### src/rtl/acc_sequencer.sv
// Multi-cycle fetch/decode/execute controller for the 16-bit accumulator machine.
// Drives register write enables, mux selects, ALU opcode and memory write from state + IR opcode.
module acc_sequencer #(
  parameter bit HALT_ON_ILLEGAL = 1'b0,
  parameter int CNT_W           = 16
) (
  input  logic             clk,
  input  logic             reset,
  input  logic [15:0]      instruction,
  input  logic             acc_zero,
  input  logic             resume,
  output logic             mar_we,
  output logic             mbr_we,
  output logic             ir_we,
  output logic             pc_we,
  output logic             acc_we,
  output logic             mar_sel,
  output logic             mbr_sel,
  output logic             pc_sel,
  output logic [1:0]       acc_sel,
  output logic [3:0]       alu_op,
  output logic             mem_we,
  output logic             halted,
  output logic             illegal_op,
  output logic [CNT_W-1:0] instr_count,
  output logic [3:0]       state
);

  typedef enum logic [3:0] {
    S_FETCH_MAR  = 4'd0,
    S_FETCH_WAIT = 4'd1,
    S_FETCH_MBR  = 4'd2,
    S_FETCH_IR   = 4'd3,
    S_DECODE     = 4'd4,
    S_OP_MAR     = 4'd5,
    S_OP_WAIT    = 4'd6,
    S_OP_MBR     = 4'd7,
    S_EXEC_ACC   = 4'd8,
    S_ST_MBR     = 4'd9,
    S_ST_WRITE   = 4'd10,
    S_JUMP       = 4'd11,
    S_HALT       = 4'd12
  } state_t;

  localparam logic [3:0] OP_HALT  = 4'h0;
  localparam logic [3:0] OP_LOAD  = 4'h1;
  localparam logic [3:0] OP_STORE = 4'h2;
  localparam logic [3:0] OP_ADD   = 4'h3;
  localparam logic [3:0] OP_SUB   = 4'h4;
  localparam logic [3:0] OP_AND   = 4'h5;
  localparam logic [3:0] OP_OR    = 4'h6;
  localparam logic [3:0] OP_XOR   = 4'h7;
  localparam logic [3:0] OP_JMP   = 4'h8;
  localparam logic [3:0] OP_JZ    = 4'h9;
  localparam logic [3:0] OP_SHL   = 4'hA;
  localparam logic [3:0] OP_SHR   = 4'hB;
  localparam logic [3:0] OP_LOADI = 4'hC;

  state_t           state_q, state_d;
  logic [CNT_W-1:0] cnt_q;
  logic [3:0]       opcode;
  logic             is_illegal;
  logic             unused_operand;

  assign opcode         = instruction[15:12];
  assign is_illegal     = (opcode >= 4'hD);
  // The operand field is consumed by the datapath muxes, not by the sequencer.
  assign unused_operand = ^instruction[11:0];

  always_comb begin
    state_d = state_q;
    case (state_q)
      S_FETCH_MAR:  state_d = S_FETCH_WAIT;
      S_FETCH_WAIT: state_d = S_FETCH_MBR;
      S_FETCH_MBR:  state_d = S_FETCH_IR;
      S_FETCH_IR:   state_d = S_DECODE;
      S_DECODE: begin
        case (opcode)
          OP_LOAD, OP_STORE, OP_ADD, OP_SUB,
          OP_AND, OP_OR, OP_XOR:           state_d = S_OP_MAR;
          OP_SHL, OP_SHR, OP_LOADI:        state_d = S_EXEC_ACC;
          OP_JMP, OP_JZ:                   state_d = S_JUMP;
          OP_HALT:                         state_d = S_HALT;
          default: state_d = HALT_ON_ILLEGAL ? S_HALT : S_FETCH_MAR;
        endcase
      end
      S_OP_MAR:     state_d = (opcode == OP_STORE) ? S_ST_MBR : S_OP_WAIT;
      S_OP_WAIT:    state_d = S_OP_MBR;
      S_OP_MBR:     state_d = S_EXEC_ACC;
      S_EXEC_ACC:   state_d = S_FETCH_MAR;
      S_ST_MBR:     state_d = S_ST_WRITE;
      S_ST_WRITE:   state_d = S_FETCH_MAR;
      S_JUMP:       state_d = S_FETCH_MAR;
      S_HALT:       state_d = resume ? S_FETCH_MAR : S_HALT;
      default:      state_d = S_FETCH_MAR;
    endcase
  end

  always_ff @(posedge clk or posedge reset) begin
    if (reset) begin
      state_q <= S_FETCH_MAR;
      cnt_q   <= '0;
    end else begin
      state_q <= state_d;
      if (state_q == S_FETCH_IR) cnt_q <= cnt_q + CNT_W'(1);
    end
  end

  // Everything is gated by reset so an interrupted store can never write memory.
  always_comb begin
    mar_we     = 1'b0;
    mbr_we     = 1'b0;
    ir_we      = 1'b0;
    pc_we      = 1'b0;
    acc_we     = 1'b0;
    mar_sel    = 1'b0;
    mbr_sel    = 1'b0;
    pc_sel     = 1'b0;
    acc_sel    = 2'd0;
    alu_op     = 4'b0000;
    mem_we     = 1'b0;
    halted     = 1'b0;
    illegal_op = 1'b0;
    if (!reset) begin
      case (state_q)
        S_FETCH_MAR: mar_we = 1'b1;
        S_FETCH_MBR: mbr_we = 1'b1;
        S_FETCH_IR: begin
          ir_we = 1'b1;
          pc_we = 1'b1;
        end
        S_DECODE:    illegal_op = is_illegal;
        S_OP_MAR: begin
          mar_we  = 1'b1;
          mar_sel = 1'b1;
        end
        S_OP_MBR:    mbr_we = 1'b1;
        S_EXEC_ACC: begin
          acc_we = 1'b1;
          case (opcode)
            OP_LOAD:  acc_sel = 2'd1;
            OP_LOADI: acc_sel = 2'd2;
            OP_ADD:   alu_op  = 4'b0000;
            OP_SUB:   alu_op  = 4'b0001;
            OP_SHL:   alu_op  = 4'b0100;
            OP_SHR:   alu_op  = 4'b0101;
            OP_AND:   alu_op  = 4'b1000;
            OP_OR:    alu_op  = 4'b1001;
            OP_XOR:   alu_op  = 4'b1010;
            default:  alu_op  = 4'b0000;
          endcase
        end
        S_ST_MBR: begin
          mbr_we  = 1'b1;
          mbr_sel = 1'b1;
        end
        S_ST_WRITE:  mem_we = 1'b1;
        S_JUMP: begin
          pc_sel = 1'b1;
          pc_we  = (opcode == OP_JMP) || ((opcode == OP_JZ) && acc_zero);
        end
        S_HALT:      halted = 1'b1;
        default: ;
      endcase
    end
  end

  assign instr_count = cnt_q;
  assign state       = state_q;

endmodule

### config.mk
export PLATFORM = sky130hd
export DESIGN_NAME = acc_sequencer
export DESIGN_NICKNAME = d
export VERILOG_FILES = /design/src/rtl/acc_sequencer.sv
export SDC_FILE = /design/constraint.sdc
export NUM_CORES = 1
export LEC_CHECK = 0
export BUFFER_PORTS_ARGS = -buffer_cell sky130_fd_sc_hd__buf_2
export CAP_MARGIN = 10
export CORE_MARGIN = 3
export CORE_UTILIZATION = 46
export DETAILED_ROUTE_END_ITERATION = 8
export PLACE_DENSITY_LB_ADDON = 0.05
export SLEW_MARGIN = 20
export SYNTH_ARGS = -nofsm -noshare
export SYNTH_HDL_FRONTEND = slang
export SYNTH_SLANG_ARGS = --single-unit
### constraint.sdc
create_clock -name clk -period 1.5 [get_ports clk]
set_input_delay 0 -clock clk [delete_from_list [all_inputs] [get_ports clk]]
set_output_delay 0 -clock clk [all_outputs]
set_load 0.005 [all_outputs]
==> impl_metrics.ini <==
[outcome]
status = finished, violations left
violations = negative setup slack

[worst_setup_path]
cp_slowest_cell = dfrtp_1
cp-start-kind = flip-flop
path_depth = 7
critPathRequiredTime_ns = 1.50
path_buf_inv = 3
path_delay_family = simple AND/OR/NAND/NOR gates
worstSetupPathType = reg -> out
crit_chain = buf_6 > nand2b_4 > nor2_2 > nand2_2 > buf_4 > nor2_1 > buf_2
r2r-end = instr_count[12]$_DFFE_PP0N_
reg2reg_slack_ns = 0
worst_setup_path_end_kind = output pin
timing.rr.start = state[3]$_DFF_PP0_
r2r_cells = 5
max_stage_delay_ns = 0.38
worstPathMaxFanout = 6
arrival_ns = 1.60

[placement]
dpl_worst_slack_ns = 0.02722
port_buffers = 44
dp_cells = 214
hpwlAfterDp_um = 2063
gp_congestion = 0.8201

[timing]
period_needed_ns = 1.601
slew_viol_final = 0
tightest_slew_ns = 0.4775
max_freq_mhz = 624.5
setup_viol = 6
rsz0062_at_grt = yes
setup_slack_ns = -0.1012
hold_violations = 0
relSlewSlack = 0.6810
period_share = 1.067
skew_ns = 0.005345

[power_and_ir_drop]
leakage_nw = 0.8874
clkPwrFrac = 0.124
comb_power_share = 0.587
seqPwrFrac = 0.289
p_sw_frac = 0.3875
power.internal_mw = 1.562
cellPowerDensity_mw_per_mm2 = 1402
vdd_drop_max_uv = 1187
power_mw = 2.550
p_switching_uw = 988.1

[clock_network]
insertion_delay_ns = 0.31
cts_max_level = 1
cts_tree = yes
numClockSinks = 20
cts_root_buf = clkbuf_4
cts_made_buffers = 3
path_clk_slew_ns = 0.11
cts_buffer_depth = 2

[die]
die_y_um = 58.31
start_util = 0.4946
core_area_mm2 = 0.002545
std_cell_rows = 18
die_area_mm2 = 0.003400
die_x_um = 58.31
pin_count = 57

[logic_synthesis]
ys_seq_area_frac = 0.3976
syn-num-nets = 160
postSynthCellCount = 139
synth_warnings = 0
synth_cell_type_count = 40
ys_ff_latch = 20
avgSynthCellArea_um2 = 9.055
synth_area_mm2 = 0.001259

[global_route]
top_usage_layer = met2
antenna_found_initial = 0
grt_max_degree = 21
grt_pass1_vias = 1202
use_met1 = 0.2316
grt_use_total = 0.1936
grt_use_met2 = 0.3429
use_met3 = 0.01974
grt_pass1_wl_um = 5188
overflow = 0

[cells_and_area]
post-route-util = 0.7148
drive_gt1_frac = 0.4554
synthToLayoutAreaGrowth_pct = 44.53
diodes = 0
stdcell_count = 232
fillers = 191
nets = 224

[detailed_routing]
wl_um = 3069
drt-vias-per-instance = 5.362
wl_per_cell_um = 13.23
dr.pass1.iters = 4
drc = 0
drtIter0Drc = 35
num_vias = 1244
ant_nets = 0

[job]
drv_cap = 0

[hold_path]
hold_end = state[0]$_DFF_PP0_
min_path_cells = 3
hp-start = instruction[14]
hp-class = in -> reg
==> logic make-up (layout without fill, tap and decap cells) <==
group,after synthesis,in the layout,share of synthesized area
AO/OA/AOI/OAI,17,17,0.08946
XOR/XNOR,15,15,0.1044
adder cells (fa/ha/maj),1,1,0.009939
buffers and inverters,11,74,0.04075
flip-flops,20,20,0.3976
multiplexers,1,1,0.008946
AND/OR/NAND/NOR,74,74,0.3489
==> worst min-delay path: stages <==
cell and delay, ns:
buf_2 0.15, nor3_1 0.16, o31ai_1 0.09
==> how the worst max path moves through the flow <==
stage	slack (ns)	endpoint	start
3_3_place_gp	0.03	instr_count[12]$_DFFE_PP0N_	state[3]$_DFF_PP0_
4_1_cts	-0.08	mbr_we	state[2]$_DFF_PP0_
3_5_place_dp	0.03	instr_count[8]$_DFFE_PP0N_	state[3]$_DFF_PP0_
6_report	-0.10	alu_op[0]	state[3]$_DFF_PP0_
2_1_floorplan	0.14	instr_count[6]$_DFFE_PP0N_	state[0]$_DFF_PP0_
5_1_grt	-0.15	alu_op[0]	state[3]$_DFF_PP0_
==> stage by stage <==
| step | cell area [um^2] | TNS, ns | hold WS, ns |
|---|---|---|---|
| after floorplan | 1259 | 0 | -0.03617 |
| final | 1819 | -0.2431 | 0.1153 |
| after CTS | 1763 | -0.2713 | 0.1009 |
| after detailed placement | 1544 | 0 | 0.1090 |
| after global routing | 1819 | -1.285 | 0.1104 |
| after global placement | 1544 | 0 | 0.1037 |
==> metal layers <==
metal | part of all wire | up-vias
li1 | - | 613
met1 | 0.40 | 581
met2 | 0.53 | 40
met5 | 0 | -
met4 | 0.025 | 0
met3 | 0.043 | 10
==> timing repair <==
item / CTS / global route
hold endpoints to repair: 22 / 0
pin swaps: 10 / 6
setup buffers: 10 / 1
hold buffers: 3 / 0
endpoints found under the setup margin: 12 / 21
resized for setup: 18 / 12
==> final cells by class <==
type / instances / area (um^2) / area share
multi-input combinational: 108 / 810.8 / 0.4457
timing repair buffer: 67 / 422.9 / 0.2325
clock buffer: 4 / 36.28 / 0.01995
sequential: 20 / 500.5 / 0.2751
inverter: 3 / 11.26 / 0.006190
tap: 30 / 37.54 / 0.02063
==> registers in the layout (all words and copies together), names as in the netlist <==
signal,cells
instr_count,16
state,4
==> power by group through the flow <==
stage          Sequential [mW]  Combinational, mW  Clock (mW)
2_1_floorplan            0.774              0.653           0
3_3_place_gp             0.753               1.02           0
3_5_place_dp             0.758               1.04           0
4_1_cts                  0.737               1.36       0.326
5_1_grt                  0.757               1.64       0.346
6_report                 0.738               1.50       0.316
==> cells in the mapped netlist (all sizes together) <==
cell type | n | area share
a211o | 1 | 0.0070
a21o | 1 | 0.0060
a21oi | 4 | 0.016
a31o | 1 | 0.0070
a31oi | 1 | 0.0050
and2 | 1 | 0.0050
and3 | 2 | 0.0099
and4 | 3 | 0.021
and4bb | 1 | 0.0099
buf | 4 | 0.020
clkbuf | 4 | 0.012
dfrtp | 20 | 0.40
ha | 1 | 0.0099
inv | 3 | 0.0089
mux2 | 1 | 0.0089
nand2 | 16 | 0.048
nand2b | 8 | 0.040
nand3 | 6 | 0.032
nand3b | 1 | 0.0060
nand4 | 4 | 0.020
nand4bb | 1 | 0.013
nor2 | 13 | 0.041
nor2b | 2 | 0.0099
nor3 | 8 | 0.036
nor3b | 3 | 0.018
nor4 | 3 | 0.015
nor4b | 2 | 0.026
o211ai | 2 | 0.012
o21a | 1 | 0.0060
o21ai | 3 | 0.012
o31ai | 2 | 0.012
o32ai | 1 | 0.0070
xnor2 | 13 | 0.090
xor2 | 2 | 0.014
==> layout by cell type (no fill, tap or decap), types with 3 or more instances in the layout <==
cell type,count
buf_2,44
dfrtp_1,20
buf_4,14
xnor2_1,13
nand2_1,12
nor2_1,9
nand2b_1,7
nor3_1,6
buf_6,6
nand2_2,4
nand4_1,4
nand3_1,4
nor2_4,3
inv_1,3
a21oi_1,3
clkbuf_4,3
dlygate4sd3_1,3
(Power assumes the default switching activity.)
